`src/rtl/dmem_port_arbiter.sv`:
```
// Two-requester round-robin arbiter for a single shared data-memory port.
// Each requester has a one-deep pending slot. At most one memory transaction is in flight at a time.
module dmem_port_arbiter #(
  parameter int unsigned ADDR_WIDTH      = 32,
  parameter int unsigned CACHE_LINE_SIZE = 256
) (
  input  logic                       clk_i,
  input  logic                       rst_i,
  input  logic                       s0_strobe_i,
  input  logic [ADDR_WIDTH-1:0]      s0_addr_i,
  input  logic                       s0_rw_i,
  input  logic [CACHE_LINE_SIZE-1:0] s0_data_i,
  output logic                       s0_done_o,
  output logic [CACHE_LINE_SIZE-1:0] s0_data_o,
  input  logic                       s1_strobe_i,
  input  logic [ADDR_WIDTH-1:0]      s1_addr_i,
  input  logic                       s1_rw_i,
  input  logic [CACHE_LINE_SIZE-1:0] s1_data_i,
  output logic                       s1_done_o,
  output logic [CACHE_LINE_SIZE-1:0] s1_data_o,
  output logic                       M_DMEM_strobe,
  output logic [ADDR_WIDTH-1:0]      M_DMEM_addr,
  output logic                       M_DMEM_rw,
  output logic [CACHE_LINE_SIZE-1:0] M_DMEM_dataout,
  input  logic                       M_DMEM_done,
  input  logic [CACHE_LINE_SIZE-1:0] M_DMEM_datain,
  output logic                       busy_o,
  output logic [1:0]                 overrun_o
);
  localparam int unsigned AW = ADDR_WIDTH;
  localparam int unsigned DW = CACHE_LINE_SIZE;

  typedef enum logic [1:0] {
    S_IDLE  = 2'd0,
    S_ISSUE = 2'd1,
    S_WAIT  = 2'd2
  } state_e;

  state_e        state_q, state_d;
  logic [1:0]    valid_q, valid_d;
  logic [AW-1:0] p_addr_q [2];
  logic [AW-1:0] p_addr_d [2];
  logic [1:0]    p_rw_q, p_rw_d;
  logic [DW-1:0] p_data_q [2];
  logic [DW-1:0] p_data_d [2];
  logic          grant_q, grant_d;
  logic          last_q, last_d;
  logic [1:0]    overrun_q, overrun_d;
  logic [1:0]    done_q, done_d;
  logic [DW-1:0] rdata_q [2];
  logic [DW-1:0] rdata_d [2];
  logic          m_strobe_q, m_strobe_d;
  logic [AW-1:0] m_addr_q, m_addr_d;
  logic          m_rw_q, m_rw_d;
  logic [DW-1:0] m_data_q, m_data_d;
  logic          busy_q, busy_d;

  logic [1:0]    req_strobe;
  logic [1:0]    req_rw;
  logic [AW-1:0] req_addr [2];
  logic [DW-1:0] req_data [2];
  logic [1:0]    retire;
  logic          sel;

  assign req_strobe  = {s1_strobe_i, s0_strobe_i};
  assign req_rw      = {s1_rw_i, s0_rw_i};
  assign req_addr[0] = s0_addr_i;
  assign req_addr[1] = s1_addr_i;
  assign req_data[0] = s0_data_i;
  assign req_data[1] = s1_data_i;

  // Next-state: arbitration FSM, pending-slot load/retire, completion capture
  always_comb begin
    state_d    = state_q;
    valid_d    = valid_q;
    p_addr_d   = p_addr_q;
    p_rw_d     = p_rw_q;
    p_data_d   = p_data_q;
    grant_d    = grant_q;
    last_d     = last_q;
    overrun_d  = overrun_q;
    rdata_d    = rdata_q;
    m_addr_d   = m_addr_q;
    m_rw_d     = m_rw_q;
    m_data_d   = m_data_q;
    done_d     = 2'b00;
    m_strobe_d = 1'b0;
    retire     = 2'b00;
    sel        = 1'b0;

    case (state_q)
      S_IDLE: begin
        if (valid_q != 2'b00) begin
          // Contention goes to whoever was not granted last.
          sel        = (valid_q == 2'b11) ? ~last_q : valid_q[1];
          grant_d    = sel;
          m_strobe_d = 1'b1;
          m_addr_d   = p_addr_q[sel];
          m_rw_d     = p_rw_q[sel];
          m_data_d   = p_data_q[sel];
          state_d    = S_ISSUE;
        end
      end
      S_ISSUE: state_d = S_WAIT;
      S_WAIT: begin
        if (M_DMEM_done) begin
          retire[grant_q]  = 1'b1;
          done_d[grant_q]  = 1'b1;
          rdata_d[grant_q] = M_DMEM_datain;
          last_d           = grant_q;
          state_d          = S_IDLE;
        end
      end
      default: state_d = S_IDLE;
    endcase

    for (int i = 0; i < 2; i++) begin
      if (retire[i]) valid_d[i] = 1'b0;
      if (req_strobe[i]) begin
        if (!valid_q[i] || retire[i]) begin
          valid_d[i]  = 1'b1;
          p_addr_d[i] = req_addr[i];
          p_rw_d[i]   = req_rw[i];
          p_data_d[i] = req_data[i];
        end else begin
          overrun_d[i] = 1'b1;
        end
      end
    end

    busy_d = (state_d != S_IDLE);
  end

  always_ff @(posedge clk_i) begin
    if (rst_i) begin
      state_q    <= S_IDLE;
      valid_q    <= 2'b00;
      p_rw_q     <= 2'b00;
      grant_q    <= 1'b0;
      last_q     <= 1'b1;
      overrun_q  <= 2'b00;
      done_q     <= 2'b00;
      m_strobe_q <= 1'b0;
      m_addr_q   <= '0;
      m_rw_q     <= 1'b0;
      m_data_q   <= '0;
      busy_q     <= 1'b0;
      for (int i = 0; i < 2; i++) begin
        p_addr_q[i] <= '0;
        p_data_q[i] <= '0;
        rdata_q[i]  <= '0;
      end
    end else begin
      state_q    <= state_d;
      valid_q    <= valid_d;
      p_addr_q   <= p_addr_d;
      p_rw_q     <= p_rw_d;
      p_data_q   <= p_data_d;
      grant_q    <= grant_d;
      last_q     <= last_d;
      overrun_q  <= overrun_d;
      done_q     <= done_d;
      rdata_q    <= rdata_d;
      m_strobe_q <= m_strobe_d;
      m_addr_q   <= m_addr_d;
      m_rw_q     <= m_rw_d;
      m_data_q   <= m_data_d;
      busy_q     <= busy_d;
    end
  end

  assign s0_done_o      = done_q[0];
  assign s1_done_o      = done_q[1];
  assign s0_data_o      = rdata_q[0];
  assign s1_data_o      = rdata_q[1];
  assign M_DMEM_strobe  = m_strobe_q;
  assign M_DMEM_addr    = m_addr_q;
  assign M_DMEM_rw      = m_rw_q;
  assign M_DMEM_dataout = m_data_q;
  assign busy_o         = busy_q;
  assign overrun_o      = overrun_q;

endmodule

```
`config.mk`:
```
export PLATFORM = sky130hd
export DESIGN_NAME = dmem_port_arbiter
export DESIGN_NICKNAME = d
export VERILOG_FILES = /design/src/rtl/dmem_port_arbiter.sv
export SDC_FILE = /design/constraint.sdc
export NUM_CORES = 2
export LEC_CHECK = 0
export ABC_AREA = 1
export BUFFER_PORTS_ARGS = -buffer_cell sky130_fd_sc_hd__buf_2
export CORE_AREA = 8 8 634 636
export CTS_BUF_LIST = sky130_fd_sc_hd__clkbuf_2 sky130_fd_sc_hd__clkbuf_4 sky130_fd_sc_hd__clkbuf_8
export DETAILED_ROUTE_END_ITERATION = 10
export DIE_AREA = 0 0 642 644
export HOLD_SLACK_MARGIN = 0.02
export PLACE_DENSITY_LB_ADDON = 0.1
export SLEW_MARGIN = 20
export SYNTH_ARGS = -nofsm -noshare
export SYNTH_HDL_FRONTEND = slang
export SYNTH_SLANG_ARGS = --single-unit
export TNS_END_PERCENT = 5
```
`constraint.sdc`:
```
create_clock -name clk_i -period 2 [get_ports clk_i]
set_input_delay 0.1 -clock clk_i [delete_from_list [all_inputs] [get_ports clk_i]]
set_output_delay 0.1 -clock clk_i [all_outputs]
set_load 0.02 [all_outputs]
```
After elaboration in Yosys (flattened, before gate mapping)
Index checks and enable logic that the tools add are counted.
Word-level totals
  register bits: 1391
  bits in latches: 0
  bits in writable memories: 0
  memory bits (read-only): 0
  bits of input ports: 839
  output and inout port bits: 807
  memories: 0
Cells by class
  add/sub/neg operators: 0
  $mul: 0
  divide/modulo/power cells: 0
  order comparisons: 6
  eq/ne operators: 3
  shift operators: 0
  mux-type cells: 26
  bitwise logic cells: 6
  reduce and logical (&&, ||, !) cells: 16
Operators with widths (number)
  256-bit 2-to-1 mux: 4
  512-bit bitwise mux: 1
  256-bit demux with 1-bit select: 1
  32-bit 2-to-1 mux: 3
  2-bit AND reduction: 6
  1-bit 2-to-1 mux: 11
  2-bit 2-to-1 mux: 4
  2-bit one-hot mux with 3 select lines: 1
  2-bit equality test (second input constant): 2
  2-bit >= comparator (second input constant): 2
  1-bit by 2-bit < comparator with 1-bit output (second input constant): 2
  1-bit inverter: 4
  1-bit inverter with 2-bit output: 2
  2-bit nonzero test: 2
  2-bit by 1-bit equality test with 1-bit output (second input constant): 1
  1-bit logical AND: 2
  1-bit logical NOT: 2
  2-bit logical NOT: 1
  1-bit logical OR: 2
  2-bit by 1-bit < comparator with 1-bit output (second input constant): 1
  2-bit OR reduction: 1
  1-bit demux with 1-bit select: 1
  1-bit >= comparator (second input constant): 1

Longest topological paths before layout
  depth in word-level cells: 9
  mapped depth: 10

Worst setup path before layout
OpenSTA, ideal clock, no wires.
  path type: reg2reg
  from: register state_q[1]
  to: register p_data_q[503] in the netlist's numbering
  library setup time: 115 ps
  data arrival time: 1261 ps
  data required time: 1885 ps
  setup slack: 624 ps
  stages on the path, launching flop included: 11
  path buffers: 3
  cell sequence: dfxtp_1 inv_2 nor2_4 nand2_2 nand2_1 buf_4 buf_6 buf_2 nand3_1 nand2_1 nor2_1
Between the ends
  cells in the longest elaborated chain, start to end: 4
Ends and longest elaborated chain
  from (decl): RTL line 39  | state_e state_q, state_d;
  from (signal assigned): RTL line 154  | state_q <= state_d;
  2-bit equality test: RTL line 91  | case (state_q)
  2-bit 2-to-1 mux: RTL line 91
  1-bit logical OR: RTL line 120  | if (!valid_q[i] || retire[i]) begin
  2-bit AND reduction (no line)
  to (signal assigned): RTL line 158  | p_data_q <= p_data_d;
  to (decl): RTL line 44  | logic [DW-1:0] p_data_q [2];
Every way passes these cells.
A chain may end at the register's enable or synchronous reset.

Worst setup path in the final report
  from: register grant_q
  to: register rdata_q, in the netlist s0_data_o[203]
Between the ends
  cells in the longest elaborated chain, start to end: 6
  elaborated cells on any way between the ends: 7
  classes of those cells: order compare (2); mux (3); bitwise (1); reduce/logical (1)
Ends and longest elaborated chain
  from (decl): RTL line 46  | logic grant_q, grant_d;
  from (signal assigned): RTL line 159  | grant_q <= grant_d;
  1-bit inverter with 2-bit output (implied by the code) (*): RTL line 109  | rdata_d[grant_q] = M_DMEM_datain;
  2-bit >= comparator (implied by the code) / 2-bit by 1-bit < comparator with 1-bit output (equally long branches): RTL line 109
  1-bit logical AND (implied by the code): RTL line 109
  256-bit 2-to-1 mux (implied by the code): RTL line 109
  256-bit demux with 1-bit select (*): RTL line 109
  512-bit bitwise mux (*): RTL line 109
  to (signal assigned): RTL line 163  | rdata_q <= rdata_d;
  to (decl): RTL line 50  | logic [DW-1:0] rdata_q [2];
Every way passes the cells marked *; elsewhere a longest branch is shown, timed or not.

==> metrics.txt <==
setup repair after global routing missed its margin=no; hold violation count in the final report=0; Mapped Area=56600 sq um; kind of cell with the highest combined delay on the critical path=buffers and inverters; dominant cell by count in the synthesized netlist=nand2_1; source-to-sink clock delay at the later pin of the worst-skew pair=between 1 and 1.5 ns; clock slew at reported path FFs=0.05 ns; worst endpoint required time=a little under 3 ns; compound-gate portion of the synthesized area=12.5%; P_leak=about 0.046 uW; total negative slack for setup checks=0 ns; overflow left after global routing=0; via count=66252; count of flip-flops with a built-in enable after synthesis=0; period utilisation layout=slightly below 100%; number of storage elements in the synthesis netlist=1391; wire length of the first global-routing pass=roughly 530 mm; final critical path time including I/O delays and setup=~1.9 ns; I/O pins=about 1600; cell types with the largest area share after synthesis=dfxtp_1 49%, nand2_1 15%, a21oi_1 7.7%; pin slew with the least headroom to its limit=~0.68 ns; count of distinct cell types in the synthesized netlist=18; number of DRC violations after detailed-routing iteration 0=around 3400; DRC viols=0; sort of element at the start of the critical path=flop; CP Max Fanout=14; number of H-tree levels=5; ys async rst share=0%; Setup crit end kind=flop; count of fill cells added during filler insertion=approximately 44000; global placement routability congestion=around 0.86; slowest CP cell=dlygate4sd3_1; HPWL after detailed placement=just under 300 mm; post-synthesis area per instance=about 6.9 sq um; number of pins exceeding their max-slew limit in the final report=0; die extent in y=about 640 um; number of detailed-routing iterations run before antenna repair=6; average wire per cell in the routed design=between 20 and 25 um; GRT Total Usage=between 15 and 20%; most used cell along the critical path=nor2_1; Layout Cell Area excl Fill=between 90000 and 100000 sq um; max capacitance violation total=0; area share of the leading cell type in the synthesized netlist=between 40% and 50%; XOR/XNOR share of the synthesized area=0%; CTS Buf Count=299; fraction of final layout cells with drive strength greater than 1=between 20% and 30%; Die ar.=413000 sq um; share of the yosys chip area belonging to registers=between 40% and 50%; worst path arrival time=~2.9 ns; result of the run=completed; nets=about 12000; delay of the slowest cell on the worst path=0.56 ns; cell at the root of the clock tree=clkbuf_8; clock tree from TritonCTS=yes; routed wire length=about 380 mm; pwr/cell area=829 nW/um^2; clock net sink count=between 1000 and 1500; Core ar.=approximately 400000 sq um; width of the die=roughly 640 um; area delta synth->final=68.4%; simple-gate area share of the yosys netlist=a little over a quarter; type of the worst setup path=reg -> reg; worst rel slew slack=54.7%; Initial Util=approximately 14%; worst vdd ir=about 0.00042 V; total of buffers placed on input and output ports=between 1500 and 2000; pin count of the biggest net entering global routing=~110; antenna violations before repair=94; cell count after synthesis=a little over 8000; arithmetic-cell share of the synthesized area counting full adders, half adders and majority gates=0%; Max Root-Sink Buffers=4; total placed instance area=about 72000 sq um; Fmax=515 MHz; classification of the worst-slack hold path=in -> reg; sequential standard cell area=27900 sq um; most common library cells after synthesis=2226 x nand2_1, 1391 x dfxtp_1, 1096 x nor2_1; Synthesized Nets=between 9000 and 10000; number of standard-cell rows in the floorplan=230; Synthesis Warnings=0; total area of multi-input combinational cells=between 20000 and 25000 sq um; critical path buffer and inverter count=3; dominant combinational cell family by area after synthesis=simple AND/OR/NAND/NOR gates; final setup violating endpoints=0; number of routed nets with antenna violations=0; worst path cell trace=nor2_1 > nand2_8 > buf_12 > buf_4 > o21ai_0 > dlygate4sd3_1 > nor2_1; Worst Clk Skew=about 0.066 ns; biggest area consumer among synthesized cells=dfxtp_1; via count of the first global-routing pass=a little under 70000; Top FF cell, synth=dfxtp_1; ratio of routed vias to standard cells=~3.9; fraction of synthesized area in multiplexers=0%
==> sequential cells by signal, indices dropped and copies added (netlist names), 32 cells and up <==
signal,count
s1_data_o,256
p_addr_q,64
s0_data_o,256
M_DMEM_addr,32
M_DMEM_dataout,256
p_data_q,512
==> cells in the final DEF, fill, tap and decap left out, drive strengths merged <==
cell type | synthesis | final
a21oi | 873 | 873
buf | 384 | 1958
nand2 | 2227 | 2227
o21ai | 546 | 546
inv | 880 | 888
clkinv | 1 | 14
dfxtp | 1391 | 1391
nand3 | 581 | 581
dlygate4sd3 | 0 | 1666
nor2 | 1099 | 1099
diode | 0 | 31
clkinvlp | 0 | 16
clkbuf | 239 | 470
==> report_power, final <==
| group | total (uW) | internal, uW | switching (uW) |
|---|---|---|---|
| sequential | 31100 | 29700 | 1370 |
| combinational | 15400 | 6250 | 9130 |
| clock | 32500 | 18200 | 14300 |
==> path summary, 6_finish.rpt <==
kind	endpoint	startpoint	slack [ns]	depth (start not counted)
max	s0_data_o[203]	grant_q	0.06	7
min	s0_data_o[45]	M_DMEM_datain[45]	0.18	4
max reg2reg	s0_data_o[203]	grant_q	0.06	7
min reg2reg	M_DMEM_dataout[231]	p_data_q[487]	0.44	2
==> what timing repair did <==
action / in CTS / in global routing
cloned: 0 / 1
pin swaps: 0 / 0
resized for setup: 55 / 1
hold buffers: 1666 / 0
setup buffers: 0 / 4
hold endpoints to repair: 1286 / 0
endpoints found under the setup margin: 47 / 2
==> cells by family after synthesis <==
kind of cell,count (synthesis)
AO/OA/AOI/OAI,1419
buffers and inverters,1504
AND/OR/NAND/NOR,3907
flip-flops,1391
==> layer usage <==
layer  share of wire (%)  GRT usage, %  routed length [um]
met1                  40          19.6              151000
met2                  52          33.3              198000
met3                 4.1          2.78               15500
met4                 4.2          6.33               16000
met5               0.045             0                 172
==> worst min-delay path, cell delays in order <==
cell           delay, ns
dlygate4sd3_1       0.57
buf_2               0.18
o21ai_0             0.16
nor2_1              0.11
==> final cells by class <==
cell class                      instances  share of cell area [%]
Antenna cell                           31                  0.0814
Clock buffer                          469                    6.06
Clock inverter                         37                   0.283
Inverter                              881                    3.50
Multi-Input combinational cell       5326                    23.7
Sequential cell                      1391                    29.3
Tap cell                             5220                    6.85
Timing Repair Buffer                 3625                    30.3
==> through the flow <==
stage,hold slack [ns],utilization [%],total power [uW],std cells,setup WS (ns)
after global placement,0.314,18.5,44600,14772,0.0673
after global routing,0.0807,24.4,83200,16968,0.00519
final,0.176,24.4,79000,16980,0.0600
after detailed placement,0.316,18.5,44600,14772,0.0665
after floorplan,0.210,-,37800,8221,0.624
after CTS,0.0263,24.3,81000,16944,0.000270
Power figures use the tool's default switching activity.
